===== src/rtl/interp_core.sv =====
// interp_core: multi-channel linear interpolator between the two most recent input strobes
// Ports: clk/reset (sync, active-high), run (low clears tick, counter and FSM),
//   din_en/din (strobe and CH signed samples), dout_valid/dout (CH signed results, one-cycle
//   valid pulse, held until the next update), busy (computation in progress).
// Optional macro INTERP_TEST_PORT_EN adds the registered 16-bit test_data debug port.
module interp_core #(
  parameter int DW = 24,
  parameter int CW = 11,
  parameter int CH = 2,
  parameter int OUT_DIV = 512
) (
  input  logic                      clk,
  input  logic                      reset,
  input  logic                      run,
  input  logic                      din_en,
  input  logic [CH*DW-1:0]          din,
  output logic                      dout_valid,
  output logic [CH*(DW+CW+1)-1:0]   dout,
  output logic                      busy
`ifdef INTERP_TEST_PORT_EN
  ,
  output logic [15:0]               test_data
`endif
);
  localparam int PW = DW + CW + 1;
  localparam int KW = CH > 1 ? $clog2(CH) : 1;
  localparam int TW = OUT_DIV > 1 ? $clog2(OUT_DIV) : 1;
  typedef enum logic [2:0] {IDLE, MUL1, MUL0, STORE, DONE} state_t;
  state_t r_state, w_next;
  logic [TW-1:0] r_tcnt;
  logic r_tick;
  logic [CW-1:0] r_sub, r_max, r_a, r_m;
  logic signed [DW-1:0] r_d0 [CH];
  logic signed [DW-1:0] r_d1 [CH];
  logic signed [DW-1:0] r_d0s [CH];
  logic signed [DW-1:0] r_d1s [CH];
  logic signed [PW-1:0] r_acc;
  logic signed [PW-1:0] r_sh [CH];
  logic [KW-1:0] r_k;
  logic w_start, w_last;
  logic signed [DW-1:0] w_ma;
  logic signed [CW:0] w_mb;
  logic signed [PW-1:0] w_prod;
  // A tick only starts a computation when the FSM is idle; a tick while busy is dropped.
  assign w_start = r_tick && run && r_state == IDLE;
  assign w_last = r_tcnt == TW'(OUT_DIV - 1);
  assign busy = r_state != IDLE;
  // Single shared multiplier: weights are non-negative, so they get a zero sign bit.
  assign w_ma = r_state == MUL1 ? r_d1s[r_k] : r_d0s[r_k];
  assign w_mb = r_state == MUL1 ? signed'({1'b0, r_m - r_a}) : signed'({1'b0, r_a});
  assign w_prod = PW'(w_ma) * PW'(w_mb);
  always_comb begin
    w_next = r_state;
    case (r_state)
      IDLE:    w_next = w_start ? MUL1 : IDLE;
      MUL1:    w_next = MUL0;
      MUL0:    w_next = STORE;
      STORE:   w_next = r_k == KW'(CH - 1) ? DONE : MUL1;
      DONE:    w_next = IDLE;
      default: w_next = IDLE;
    endcase
    if (!run) w_next = IDLE;
  end
  always_ff @(posedge clk) begin
    if (reset) r_state <= IDLE;
    else r_state <= w_next;
  end
  always_ff @(posedge clk) begin
    if (reset) begin
      r_tcnt <= '0;
      r_tick <= 1'b0;
      r_sub <= '0;
      r_max <= '0;
      r_a <= '0;
      r_m <= '0;
      r_acc <= '0;
      r_k <= '0;
      dout <= '0;
      dout_valid <= 1'b0;
      for (int i = 0; i < CH; i++) begin
        r_d0[i] <= '0;
        r_d1[i] <= '0;
        r_d0s[i] <= '0;
        r_d1s[i] <= '0;
        r_sh[i] <= '0;
      end
    end else begin
      r_tcnt <= !run || w_last ? '0 : r_tcnt + 1'b1;
      r_tick <= run && w_last;
      r_sub <= din_en ? '0 : r_sub != '1 ? r_sub + 1'b1 : r_sub;
      if (din_en) begin
        r_max <= r_sub;
        for (int i = 0; i < CH; i++) begin
          r_d1[i] <= r_d0[i];
          r_d0[i] <= din[i*DW +: DW];
        end
      end
      // Snapshot takes the pre-strobe values even if din_en coincides with the tick.
      if (w_start) begin
        r_a <= r_sub < r_max ? r_sub : r_max;
        r_m <= r_max;
        r_k <= '0;
        for (int i = 0; i < CH; i++) begin
          r_d0s[i] <= r_d0[i];
          r_d1s[i] <= r_d1[i];
        end
      end
      if (r_state == MUL1) r_acc <= w_prod;
      if (r_state == MUL0) r_acc <= r_acc + w_prod;
      if (r_state == STORE) begin
        r_sh[r_k] <= r_acc;
        r_k <= r_k + 1'b1;
      end
      // All channels leave the shadow registers together, so dout is never partially updated.
      dout_valid <= run && r_state == DONE;
      if (run && r_state == DONE)
        for (int i = 0; i < CH; i++) dout[i*PW +: PW] <= r_sh[i];
    end
  end
`ifdef INTERP_TEST_PORT_EN
  always_ff @(posedge clk) begin
    if (reset) test_data <= '0;
    else test_data <= {r_state, din_en, dout_valid, 11'(r_a)};
  end
`endif
endmodule


===== config.mk =====
export PLATFORM = sky130hd
export DESIGN_NAME = interp_core
export DESIGN_NICKNAME = d
export VERILOG_FILES = /design/src/rtl/interp_core.sv
export SDC_FILE = /design/constraint.sdc
export NUM_CORES = 1
export LEC_CHECK = 0
export CAP_MARGIN = 20
export CORE_ASPECT_RATIO = 1.1
export CORE_UTILIZATION = 55
export CTS_CLUSTER_DIAMETER = 50
export DETAILED_ROUTE_END_ITERATION = 6
export GPL_ROUTABILITY_DRIVEN = 0
export PLACE_DENSITY_LB_ADDON = 0.2
export SYNTH_ARGS = -nofsm -noshare
export SYNTH_HDL_FRONTEND = slang
export SYNTH_SLANG_ARGS = --single-unit

===== constraint.sdc =====
create_clock -name clk -period 12 [get_ports clk]
set_input_delay 3 -clock clk [delete_from_list [all_inputs] [get_ports clk]]
set_output_delay 3 -clock clk [all_outputs]
set_load 0.01 [all_outputs]

---- Word-level counts from Yosys, hierarchy flattened ----
Memories as Yosys holds them, arrays and structs flattened. A register that Yosys moved wholly into a read port is not among the register bits.
Cells that the tools add are included.
operators by class
  bitwise operators ....................... 9
  order comparisons ....................... 1
  reduce and logical (&&, ||, !) cells .... 14
  muxes and demuxes ....................... 36
  equal/unequal tests ..................... 6
  $add $sub $neg .......................... 5
  multiply operators ...................... 1
operator list
  kind                     count
  $mux W24                 9
  $mux W36                 3
  $add A36 B36 Y36         1
  $mul A24 B12 Y36         1
  $reduce_or A36 Y1        1
  $mux W11                 2
  $mux W1                  20
  $pmux W3 S4              1
  $add A11 B1 Y11 const B  1
  $lt A11 B11 Y1           1
  $ne A11 B11 Y1 const B   1
  $sub A11 B11 Y11         1
  $add A9 B1 Y9 const B    1
  $eq A9 B9 Y1 const B     1
  $or A1 B1 Y1             8
  $eq A3 B2 Y1 const B     2
  $reduce_or A2 Y1         3
  $logic_and A1 B1 Y1      4
  $reduce_bool A2 Y1       2
  $eq A3 B1 Y1 const B     1
  $eq A3 B3 Y1 const B     1
  $logic_not A3 Y1         1
  $mux W3                  1
  $reduce_bool A3 Y1       1
  4 further kinds          4
word-level totals
  memories kept ........................... 5
  word-level logic and storage cells ...... 87
  bits in writable memories ............... 264
  output and inout port bits .............. 74
  flip-flop bits (word level) ............. 95
memory list
  name   words  bits a word  read ports  clocked after memory_dff  wr ports  line  text
  r_sh   2      36           2           2                         2         38    logic signed [PW-1:0] r_sh [CH];
  r_d0   2      24           2           0                         2         33    logic signed [DW-1:0] r_d0 [CH];
  r_d0s  2      24           1           1                         2         35    logic signed [DW-1:0] r_d0s [CH];
  r_d1   2      24           2           0                         2         34    logic signed [DW-1:0] r_d1 [CH];
  r_d1s  2      24           1           1                         2         36    logic signed [DW-1:0] r_d1s [CH];

---- Depth between registers and ports, before layout ----
Gate-level depths: netlist (run 1).
  depth in word-level cells ............... 6
  mapped depth ............................ 46
  depth with buffers taken out ............ 44

---- Least setup slack after synthesis (run 1) ----
No wires, ideal clock.
  path kind ............................... reg2reg
  start ................................... register r_a[0]
  end ..................................... register r_acc[35]
  period minus slack after synthesis ...... 9.278 ns
  setup slack ............................. 2.722 ns
  data arrival time ....................... 9.191 ns
  library setup time ...................... 0.086 ns
  stages on the path, launching flop included .. 45
  cell sequence ........................... dfxtp_1 ha_1 inv_1 fa_1 a21o_1 a21oi_1 o21ai_0 a21oi_1 nor2b_1 o21ai_0 nand2b_1 xnor2_1 o21ai_0 clkbuf_1 and2_1 fa_1 inv_1 fa_1 (+9 left out) a2111oi_4 o21ai_2 nand3_1 a311o_1 o21ai_0 xor2_1 ha_1 clkbuf_1 nand3_1 nor3_1 nor2b_1 a31oi_1 o2111ai_1 nand2_1 o21ai_0 nor2_1 mux2_2 a221oi_2
between the ends
  word-level cells in the longest chain between the ends .. 5
  elaborated cells between the ends (all ways) .. 6
  classes of those cells .................. add/sub: 2; mul: 1; mux: 3
ends and longest elaborated chain
  item                                                 line      text
  from (decl)                                          32        logic [CW-1:0] r_sub, r_max, r_a, r_m;
  from (signal assigned)                               100       r_a <= r_sub < r_max ? r_sub : r_max;
  $sub A11 B11 Y11                                     50        assign w_mb = r_state == MUL1 ? signed'({1'b0, r_m - r_a}) : signed'({1'b0, r_a});
  $mux W11 *                                           50
  $mul A24 B12 Y36 *                                   51        assign w_prod = PW'(w_ma) * PW'(w_mb);
  $add A36 B36 Y36 / $mux W36 (equally long branches)  109, 108
  $mux W36 *                                           109       if (r_state == MUL0) r_acc <= r_acc + w_prod;
  to (signal assigned)                                 108       if (r_state == MUL1) r_acc <= w_prod;
  to (signal assigned)                                 109
  to (decl)                                            37        logic signed [PW-1:0] r_acc;
Every way passes the cells marked *; elsewhere a longest branch is shown, timed or not. The select of a mux whose other input is x is not followed.
A chain may end at the register's enable or synchronous reset.

---- Worst setup path after layout (run 1) ----
  start ................................... register r_a[0]
  end ..................................... register r_acc[34]
Same word-level chain as after synthesis.

==> results.sh, run 1 <==
export IMPL_path_common_cell="fa_1"
export IMPL_worstSetupEndpoint="r_acc[34]"
export IMPL_start_util_pct=55.6
export IMPL_fillerInstances=4335
export IMPL_wl_per_cell_um=16.2
export IMPL_r2r_slack_ns=1.50
export IMPL_crit_arrival_ns=10.93
export IMPL_yosysWarningCount=0
export IMPL_cp_max_fo=24
export IMPL_holdWs_ns=0.454
export IMPL_p_leak_nw=13.6
export IMPL_skew_ns=0.0349
export IMPL_ir_drop_uv=86.9
export IMPL_grt_pass1_vias=21100
export IMPL_multiInputGateArea_um2=16100
export IMPL_drive_gt1_share_pct=5.16
export IMPL_grt_total_usage_pct=22.6
export IMPL_ios=126
export IMPL_synth_fp_nets=3354
export IMPL_synthArstFlopShare_pct=0
export IMPL_setup_viol=0
export IMPL_placementRows=88
export IMPL_coreArea_um2=52400
export IMPL_synth_cells=2924
export IMPL_final_area_um2=32500
export IMPL_drc_errors=0
export IMPL_hold_viol=0
export IMPL_dieWidth_um=221
export IMPL_hpwl_um=43400
export IMPL_worst_path_buf_inv=5
export IMPL_cts_buffers=46
export IMPL_final_period_utilization_pct=87.5
export IMPL_grt_overflow_total=0
export IMPL_cpPeakStageDelay_ns=0.77
export IMPL_drv_cap=0
export IMPL_crit_family="compound AO/OA/AOI/OAI gates"
export IMPL_drtIter0Drc=1146
export IMPL_ctsHoldBuffers=0
export IMPL_synthDistinctLibCells=71
export IMPL_antenna_cells=0
export IMPL_reg2reg_from="r_a[0]"
export IMPL_grt_max_degree=97
export IMPL_post_cts_buffers=0
export IMPL_start_kind="flip-flop"
export IMPL_rr_endpoint="r_acc[34]"
export IMPL_critical_path_startpoint="r_a[0]"
export IMPL_seqCellArea_um2=11300
export IMPL_ys_seq_area_share_pct=38.7
export IMPL_fmax_mhz=95.2
export IMPL_clk_pin_slew_ns=0.07
export IMPL_cts_buffer_depth=3
export IMPL_slew_violations=0
export IMPL_slew_headroom_pct=33.3
export IMPL_ant_nets=0
export IMPL_syn_area_um2=29100
export IMPL_area_growth_pct=11.5
export IMPL_layout_nets=3395
export IMPL_status="complete, no violations"
export IMPL_cts_resized=0
export IMPL_ff2ff_path_depth=41
export IMPL_die_h_um=243
export IMPL_first_pass_iters=5
export IMPL_clk_latency_ns=0.59
export IMPL_tns_ns=0
export IMPL_synth_seq_cells=432
export IMPL_viasPerCell=5.49
export IMPL_synth_edf_count=264
export IMPL_hold_path_class="flip-flop to flip-flop"
export IMPL_cp_depth=41
export IMPL_vias=20200
export IMPL_antenna_found_initial=0
export IMPL_min_period_ns=10.50
export IMPL_root_buffer="clkbuf_16"
export IMPL_cts_tree="built"
export IMPL_worstPathRequired_ns=12.42
export IMPL_worst_setup_path_type="flip-flop to flip-flop"
export IMPL_slowest_stage="o21ai_2"
export IMPL_cts_htree_levels=2
export IMPL_clock_sinks=432
export IMPL_tightest_slew_ns=1.00
export IMPL_synth_flop_cell="edfxtp_1"
export IMPL_rsz0062_at_grt="false"
export IMPL_end_kind="flip-flop"
export IMPL_dieArea_um2=53900
export IMPL_grt_first_pass_wirelength_um=101000
export IMPL_powerDensity_nw_per_um2=96.5
export IMPL_routed_wirelength_um=59500
export IMPL_avgSynthCellArea_um2=9.97
export IMPL_port_buffers=125
export IMPL_dpl_instance_area_um2=30900
-- logic make-up after synthesis --
logic type                 after synthesis  share of synthesized area, %
DFF                                    432                          38.7
muxes                                   49                          2.72
buffers and inverters                  490                          6.32
and+or+nand+nor                       1025                          17.2
AOI/OAI and AO/OA                      472                          10.4
xor gates and xnor gates                78                          2.34
adders and majority gates              378                          22.3
-- synth_stat cells (15+ instances only) --
| library cell | count | area (µm²) |
|---|---|---|
| o31ai_1 | 28 | 210 |
| dfxtp_1 | 168 | 3360 |
| nor3_1 | 16 | 80.1 |
| and2_1 | 311 | 1950 |
| o21ai_0 | 45 | 225 |
| a21oi_1 | 188 | 941 |
| o211ai_1 | 53 | 398 |
| inv_1 | 325 | 1220 |
| nand4_1 | 15 | 93.8 |
| a211oi_1 | 19 | 143 |
| buf_1 | 16 | 60.1 |
| nor2_1 | 110 | 413 |
| nor2b_1 | 33 | 206 |
| mux2i_1 | 24 | 240 |
| a21o_1 | 32 | 240 |
| ha_1 | 143 | 1790 |
| nand2_1 | 437 | 1640 |
| xor2_1 | 30 | 263 |
| fa_1 | 235 | 4700 |
| nand3_1 | 48 | 240 |
| edfxtp_1 | 264 | 7930 |
| mux4_2 | 24 | 541 |
| clkbuf_1 | 146 | 548 |
| xnor2_1 | 48 | 420 |
-- worst register-to-register path: cells and delay by family, from the launching register on --
| family | cells | cell delay, ns |
|---|---|---|
| compound gates | 18 | 4.51 |
| fa+ha+maj | 9 | 3.55 |
| simple gates | 7 | 1.21 |
| flops | 1 | 0.37 |
| xor+xnor | 2 | 0.37 |
| buf+inv | 5 | 0.34 |
-- final cells by class --
cell class	instances	area share, %
repair buffers	158	4.71
multi-input cells	2002	49.5
flip-flops and latches	432	34.8
well taps	675	2.60
inverters	325	3.75
clock inverters	18	0.639
clock buffers	66	4.03
-- where the power goes --
group | switching, mW | leakage [nW] | internal [mW] | total [mW]
Clock | 0.581 | 0.737 | 0.832 | 1.41
Sequential | 0.0140 | 4.11 | 1.62 | 1.63
Combinational | 0.0546 | 8.74 | 0.0331 | 0.0877
-- metal layers --
| metal | vias up | track usage (%) | share of wire [%] |
|---|---|---|---|
| met4 | 0 | 7.86 | 2.7 |
| met3 | 115 | 3.15 | 4.7 |
| met5 | - | 0 | 0 |
| met2 | 543 | 40.2 | 50 |
| li1 | 9797 | - | - |
| met1 | 9723 | 28.2 | 42 |
-- through the flow --
stage | setup WS [ns] | total power, mW | cells | utilization (%)
finish | 1.50 | 3.13 | 3676 | 62.0
floorplan | 2.72 | 1.72 | 2924 | -
global placement | 1.84 | 1.75 | 3590 | 59.0
global route | 0.723 | 3.24 | 3676 | 62.0
detailed placement | 1.62 | 1.76 | 3590 | 59.0
CTS | 1.56 | 3.17 | 3674 | 61.9
-- worst min-delay path by stage --
stage / startpoint / to / slack, ns / cells after the start
3_5_place_dp: dout[55] / dout[55] / 0.45 / 2
6_report: dout[47] / dout[47] / 0.45 / 2
3_3_place_gp: r_tcnt[0] / r_tcnt[0] / 0.42 / 1
4_1_cts: dout[39] / dout[39] / 0.46 / 2
5_1_grt: dout[24] / dout[24] / 0.47 / 2
2_1_floorplan: r_tcnt[0] / r_tcnt[0] / 0.41 / 1
-- state kept, by name, indices dropped and copies added (netlist names), 3 cells and up, named ones only --
| register | flops |
|---|---|
| r_d0 | 48 |
| r_d1s | 48 |
| r_acc | 36 |
| r_d1 | 48 |
| r_sub | 11 |
| r_a | 11 |
| r_state | 3 |
| r_d0s | 48 |
| r_max | 11 |
| r_sh | 72 |
| r_tcnt | 9 |
| r_m | 11 |
| dout | 72 |
-- placed cells by master, fill, tap and decap left out, types with 7 or more instances in the layout --
cell type | netlist | layout
a21oi_1 | 188 | 188
inv_1 | 325 | 325
clkbuf_16 | 0 | 49
and3_1 | 11 | 10
a22oi_1 | 11 | 11
xor2_1 | 30 | 30
o21ai_0 | 45 | 42
o21bai_1 | 9 | 9
nand2b_1 | 13 | 12
o21ai_1 | 6 | 7
clkbuf_1 | 146 | 15
mux4_2 | 24 | 24
nand2_1 | 437 | 436
and2_1 | 311 | 310
clkdlybuf4s50_1 | 0 | 124
edfxtp_1 | 264 | 264
nand4_1 | 15 | 15
ha_1 | 143 | 143
a211oi_1 | 19 | 19
mux2i_1 | 24 | 24
dfxtp_1 | 168 | 168
fa_1 | 235 | 235
a31oi_1 | 13 | 12
nand3_1 | 48 | 47
nor3_1 | 16 | 16
a221oi_1 | 9 | 9
buf_4 | 0 | 32
o21a_1 | 10 | 10
o211ai_1 | 53 | 53
o31ai_1 | 28 | 26
nor2b_1 | 33 | 31
xnor2_1 | 48 | 48
or3_1 | 9 | 9
a21o_1 | 32 | 32
nor2_1 | 110 | 109
(Power assumes the default switching activity.)
==> inputs of run 2 (changes only) <==
Settings changed: GPL_TIMING_DRIVEN set to 0.
==> run 2 against run 1 <==
Compared with the run above:
- sequential share of layout area down 0.32 points
- register-to-register slack worse by 0.81 ns
- setup slack worse by 0.81 ns
- routed wire length up 21%
- non-clock buffer count up 137
- clock power about the same
==> results.sh, run 2 (synthesis results as in run 1) <==
export IMPL_powerDensity_nw_per_um2=95.0
export IMPL_post_cts_buffers=0
export IMPL_fmax_mhz=88.4
export IMPL_end_kind="flip-flop"
export IMPL_ir_drop_uv=117
export IMPL_final_period_utilization_pct=94.3
export IMPL_cp_max_fo=10
export IMPL_grt_overflow_total=0
export IMPL_layout_nets=3532
export IMPL_final_common_cell="nand2_1"
export IMPL_cts_buffer_depth=3
export IMPL_die_h_um=243
export IMPL_path_common_cell="fa_1"
export IMPL_worstPathRequired_ns=12.51
export IMPL_layout_common_cells="nand2_1, inv_1, and2_1, edfxtp_1, fa_1"
export IMPL_root_buffer="clkbuf_16"
export IMPL_grt_total_usage_pct=27.1
export IMPL_clk_latency_ns=0.61
export IMPL_clock_sinks=432
export IMPL_grt_first_pass_wirelength_um=115000
export IMPL_min_period_ns=11.31
export IMPL_hpwl_um=56800
export IMPL_final_area_um2=32800
export IMPL_slew_violations=0
export IMPL_start_kind="flip-flop"
export IMPL_crit_arrival_ns=11.82
export IMPL_drive_gt1_share_pct=3.80
export IMPL_first_pass_iters=6
export IMPL_dp_cells=3728
export IMPL_worst_setup_path_type="flip-flop to flip-flop"
export IMPL_start_util_pct=55.6
export IMPL_hold_viol=0
export IMPL_area_growth_pct=12.5
export IMPL_drc_errors=0
export IMPL_slowest_stage="o21ai_0"
export IMPL_hold_path_class="flip-flop to flip-flop"
export IMPL_placementRows=88
export IMPL_setup_viol=0
export IMPL_routed_wirelength_um=71900
export IMPL_clk_pin_slew_ns=0.06
export IMPL_port_buffers=124
export IMPL_cts_htree_levels=2
export IMPL_fillerInstances=4334
export IMPL_grt_pass1_vias=22100
export IMPL_cpPeakStageDelay_ns=0.84
export IMPL_cts_tree="built"
export IMPL_grt_max_degree=73
export IMPL_status="complete, no violations"
export IMPL_crit_family="compound AO/OA/AOI/OAI gates"
export IMPL_drv_cap=0
export IMPL_vias=21400
export IMPL_tns_ns=0
export IMPL_rsz0062_at_grt="false"
export IMPL_p_leak_nw=13.6
export IMPL_worst_path_buf_inv=6
export IMPL_ios=126
export IMPL_dieWidth_um=221
export IMPL_slew_headroom_pct=27.4
export IMPL_final_cells=3811
export IMPL_dpl_instance_area_um2=31300
export IMPL_viasPerCell=5.61
export IMPL_coreArea_um2=52400
export IMPL_drtIter0Drc=1372
export IMPL_tightest_slew_ns=1.08
export IMPL_antenna_found_initial=0
export IMPL_dieArea_um2=53900
export IMPL_skew_ns=0.0222
export IMPL_wl_per_cell_um=18.9
export IMPL_top_regs="dout x72, r_sh x72"
export IMPL_cts_buffers=46
export IMPL_ant_nets=0
==> run 2: changes by cell type in the layout (fill, tap and decap cells not counted), sizes merged, moves of 3 or more <==
cell,change
clkbuf,+136
buf,-10
clkinvlp,+3
clkinv,+3
==> run 2: timing repair <==
action / in CTS / in global routing
hold buffers: 0 / 0
setup endpoints to repair: 0 / 2
gates resized for setup: 0 / 4
==> run 2: stage by stage <==
step,util [%],worst slack [ns],hold slack (ns),power (mW)
detailed placement,59.8,0.546,0.436,1.77
CTS,62.5,0.458,0.451,3.13
global route,62.6,0.0882,0.465,3.20
floorplan,-,2.72,0.413,1.72
global placement,59.6,0.637,0.422,1.76
finish,62.6,0.687,0.443,3.11
==> run 2: worst paths after layout <==
| kind | start | endpoint | slack, ns | cells after the start |
|---|---|---|---|---|
| setup / recovery | r_a[0] | r_acc[34] | 0.69 | 39 |
| setup reg to reg | r_a[0] | r_acc[34] | 0.69 | 39 |
| hold / removal | r_tcnt[0] | r_tcnt[0] | 0.44 | 1 |
| hold reg to reg | r_tcnt[0] | r_tcnt[0] | 0.44 | 1 |
==> run 2: final cells by class <==
type                            count  area, µm²  area share, %
Buffer                            165        628           1.92
Tap cell                          675        845           2.58
Clock inverter                     25        248          0.756
Inverter                          325       1220           3.72
Sequential cell                   432      11300           34.4
Timing Repair Buffer              130       1320           4.04
Antenna cell                        1       2.50        0.00763
Clock buffer                       56       1210           3.69
Multi-Input combinational cell   2002      16000           48.9
==> run 2: layer usage <==
layer	wire length, µm	GRT usage, %	up-vias
met5	0	0	-
met4	3870	13.5	0
met3	3670	3.87	229
met2	37300	50.2	764
met1	27200	30.3	10300
li1	-	-	10100
==> run 2: where the power goes <==
| group | internal, mW | switching [mW] | total, mW |
|---|---|---|---|
| Clock | 0.789 | 0.592 | 1.38 |
| Sequential | 1.62 | 0.0141 | 1.63 |
| Combinational | 0.0363 | 0.0631 | 0.0994 |
| Total | 2.44 | 0.669 | 3.11 |
==> run 2: worst reg2reg max path, delay by kind of cell, from the launching register on <==
family          cells  cell delay, ns
xor+xnor            2            0.47
simple gates        4            0.79
fa+ha+maj           9            3.77
flops               1            0.36
buf+inv             6            1.07
compound gates     18            4.77
==> inputs of run 3 (changes only) <==
Settings changed: SLEW_MARGIN set to 25.
==> run 3 against run 2 <==
Compared with the run above:
- the run now ends with DRC left
- via count up 0.50%
- clock power about the same
- hold slack better by 0.0064 ns
- routed wire length up 0.59%
- critical endpoint unchanged
- sequential share of layout area down 0.097 points
- total power up 0.83%
- sequential cell count unchanged
- non-clock buffer count down 2
==> results.sh, run 3 (synthesis results as in run 1) <==
export IMPL_final_common_cell="nand2_1"
export IMPL_ir_drop_uv=112
export IMPL_ios=126
export IMPL_reg2reg_from="r_a[0]"
export IMPL_cts_tree="built"
export IMPL_top_regs="dout x72, r_sh x72"
export IMPL_hpwl_um=56700
export IMPL_dieArea_um2=53900
export IMPL_tns_ns=0
export IMPL_r2r_slack_ns=0.71
export IMPL_cpPeakStageDelay_ns=0.69
export IMPL_min_path_cells=1
export IMPL_hold_viol=0
export IMPL_switching_share_pct=21.7
export IMPL_cp_max_fo=10
export IMPL_rr_endpoint="r_acc[34]"
export IMPL_slew_violations=0
export IMPL_wl_per_cell_um=19.0
export IMPL_critical_path_startpoint="r_a[0]"
export IMPL_grt_total_usage_pct=27.3
export IMPL_p_int_mw=2.46
export IMPL_slew_headroom_pct=34.2
export IMPL_drc_errors=3
export IMPL_grt_overflow_total=0
export IMPL_placementRows=88
export IMPL_seq_power_share_pct=52.0
export IMPL_drtIter0Drc=1357
export IMPL_grt_max_degree=56
export IMPL_pre_cts_slack_ns=0.576
export IMPL_hold_start="r_tcnt[0]"
export IMPL_die_h_um=243
export IMPL_fillerInstances=4312
export IMPL_drv_cap=0
export IMPL_crit_arrival_ns=11.71
export IMPL_root_buffer="clkbuf_16"
export IMPL_min_period_ns=11.29
export IMPL_worst_setup_path_type="flip-flop to flip-flop"
export IMPL_dieWidth_um=221
export IMPL_min_to="r_tcnt[0]"
export IMPL_slowest_stage="clkbuf_1"
export IMPL_ant_nets=0
export IMPL_end_kind="flip-flop"
export IMPL_coreArea_um2=52400
export IMPL_layout_common_cells="nand2_1, inv_1, and2_1, edfxtp_1, fa_1"
export IMPL_violations="DRC"
export IMPL_tightest_slew_ns=0.981
export IMPL_powerDensity_nw_per_um2=95.5
export IMPL_cts_buffer_depth=3
export IMPL_start_util_pct=55.6
export IMPL_layout_nets=3531
export IMPL_status="complete, but fails checks"
export IMPL_ff2ff_path_depth=42
export IMPL_p_leak_nw=13.6
export IMPL_clock_sinks=432
export IMPL_antenna_found_initial=1
export IMPL_cts_htree_levels=2
export IMPL_clk_latency_ns=0.60
export IMPL_clk_pin_slew_ns=0.06
export IMPL_skew_ns=0.0228
export IMPL_port_buffers=124
export IMPL_path_common_cell="fa_1"
export IMPL_cts_buffers=47
export IMPL_routed_wirelength_um=72400
export IMPL_clock_power_share_pct=44.8
export IMPL_holdWs_ns=0.450
export IMPL_grt_first_pass_wirelength_um=115000
export IMPL_worstPathRequired_ns=12.42
export IMPL_p_sw_mw=0.682
export IMPL_fmax_mhz=88.6
export IMPL_grt_pass1_vias=22300
export IMPL_drive_gt1_share_pct=4.08
export IMPL_worst_slack_ns=0.712
export IMPL_final_period_utilization_pct=94.1
export IMPL_vias=21500
export IMPL_combPwrFrac_pct=3.2
export IMPL_rsz0062_at_grt="false"
export IMPL_start_kind="flip-flop"
export IMPL_hold_path_class="flip-flop to flip-flop"
export IMPL_setup_viol=0
export IMPL_area_growth_pct=12.8
export IMPL_first_pass_iters=7
export IMPL_viasPerCell=5.64
-- run 3: repair_timing --
item                                    4_1_cts  5_1_grt
hold buffers                                  0        0
endpoints found under the hold margin         0        0
endpoints found under the setup margin        0        2
resized for setup                             0        4
setup buffers                                 0        0
-- run 3: power by group through the flow --
stage	registers (mW)	logic, mW	clock network (mW)
3_3_place_gp	1.67	0.0952	0
2_1_floorplan	1.66	0.0534	0
4_1_cts	1.63	0.102	1.42
6_report	1.63	0.101	1.41
3_5_place_dp	1.67	0.101	0
5_1_grt	1.64	0.109	1.49
-- run 3: area by class of cell --
cell class | count | area, µm² | area share [%]
Multi-Input combinational cell | 2002 | 16000 | 48.8
Sequential cell | 432 | 11300 | 34.3
Timing Repair Buffer | 128 | 1340 | 4.09
Inverter | 325 | 1220 | 3.71
Clock buffer | 54 | 1210 | 3.69
Tap cell | 675 | 845 | 2.57
Buffer | 165 | 628 | 1.91
Clock inverter | 29 | 292 | 0.887
Antenna cell | 1 | 2.50 | 0.00761
-- run 3: worst max-delay path by stage --
stage	to	slack, ns	cells after the start
final	r_acc[34]	0.71	42
after global routing	r_acc[34]	0.17	42
after CTS	r_acc[34]	0.50	43
after detailed placement	r_acc[34]	0.58	43
after global placement	r_acc[34]	0.64	43
after floorplan	r_acc[35]	2.72	44
-- run 3: per-stage QoR --
stage | instances | util, % | area, µm² | total power, mW
after floorplan | 2924 | - | 29100 | 1.72
final | 3811 | 62.7 | 32900 | 3.14
after global routing | 3810 | 62.7 | 32900 | 3.23
after detailed placement | 3727 | 59.8 | 31400 | 1.77
after CTS | 3810 | 62.7 | 32900 | 3.16
after global placement | 3723 | 59.6 | 31200 | 1.76
-- run 3: critical path, delay by kind of cell (launching register included) --
family / cells / cell delay [ns]
adder cells (fa/ha/maj): 9 / 3.50
AND/OR/NAND/NOR: 7 / 1.15
flip-flops: 1 / 0.36
XOR/XNOR: 2 / 0.49
AO/OA/AOI/OAI: 18 / 4.48
buffers and inverters: 6 / 1.12
-- run 3: per-layer routing --
metal / vias to the layer above / GRT usage, % / part of all wire, %
met3: 236 / 3.93 / 5.3
met5: - / 0 / 0.0097
li1: 10100 / - / -
met2: 823 / 50.1 / 51
met1: 10400 / 30.2 / 38
met4: 2 / 15.4 / 5.6
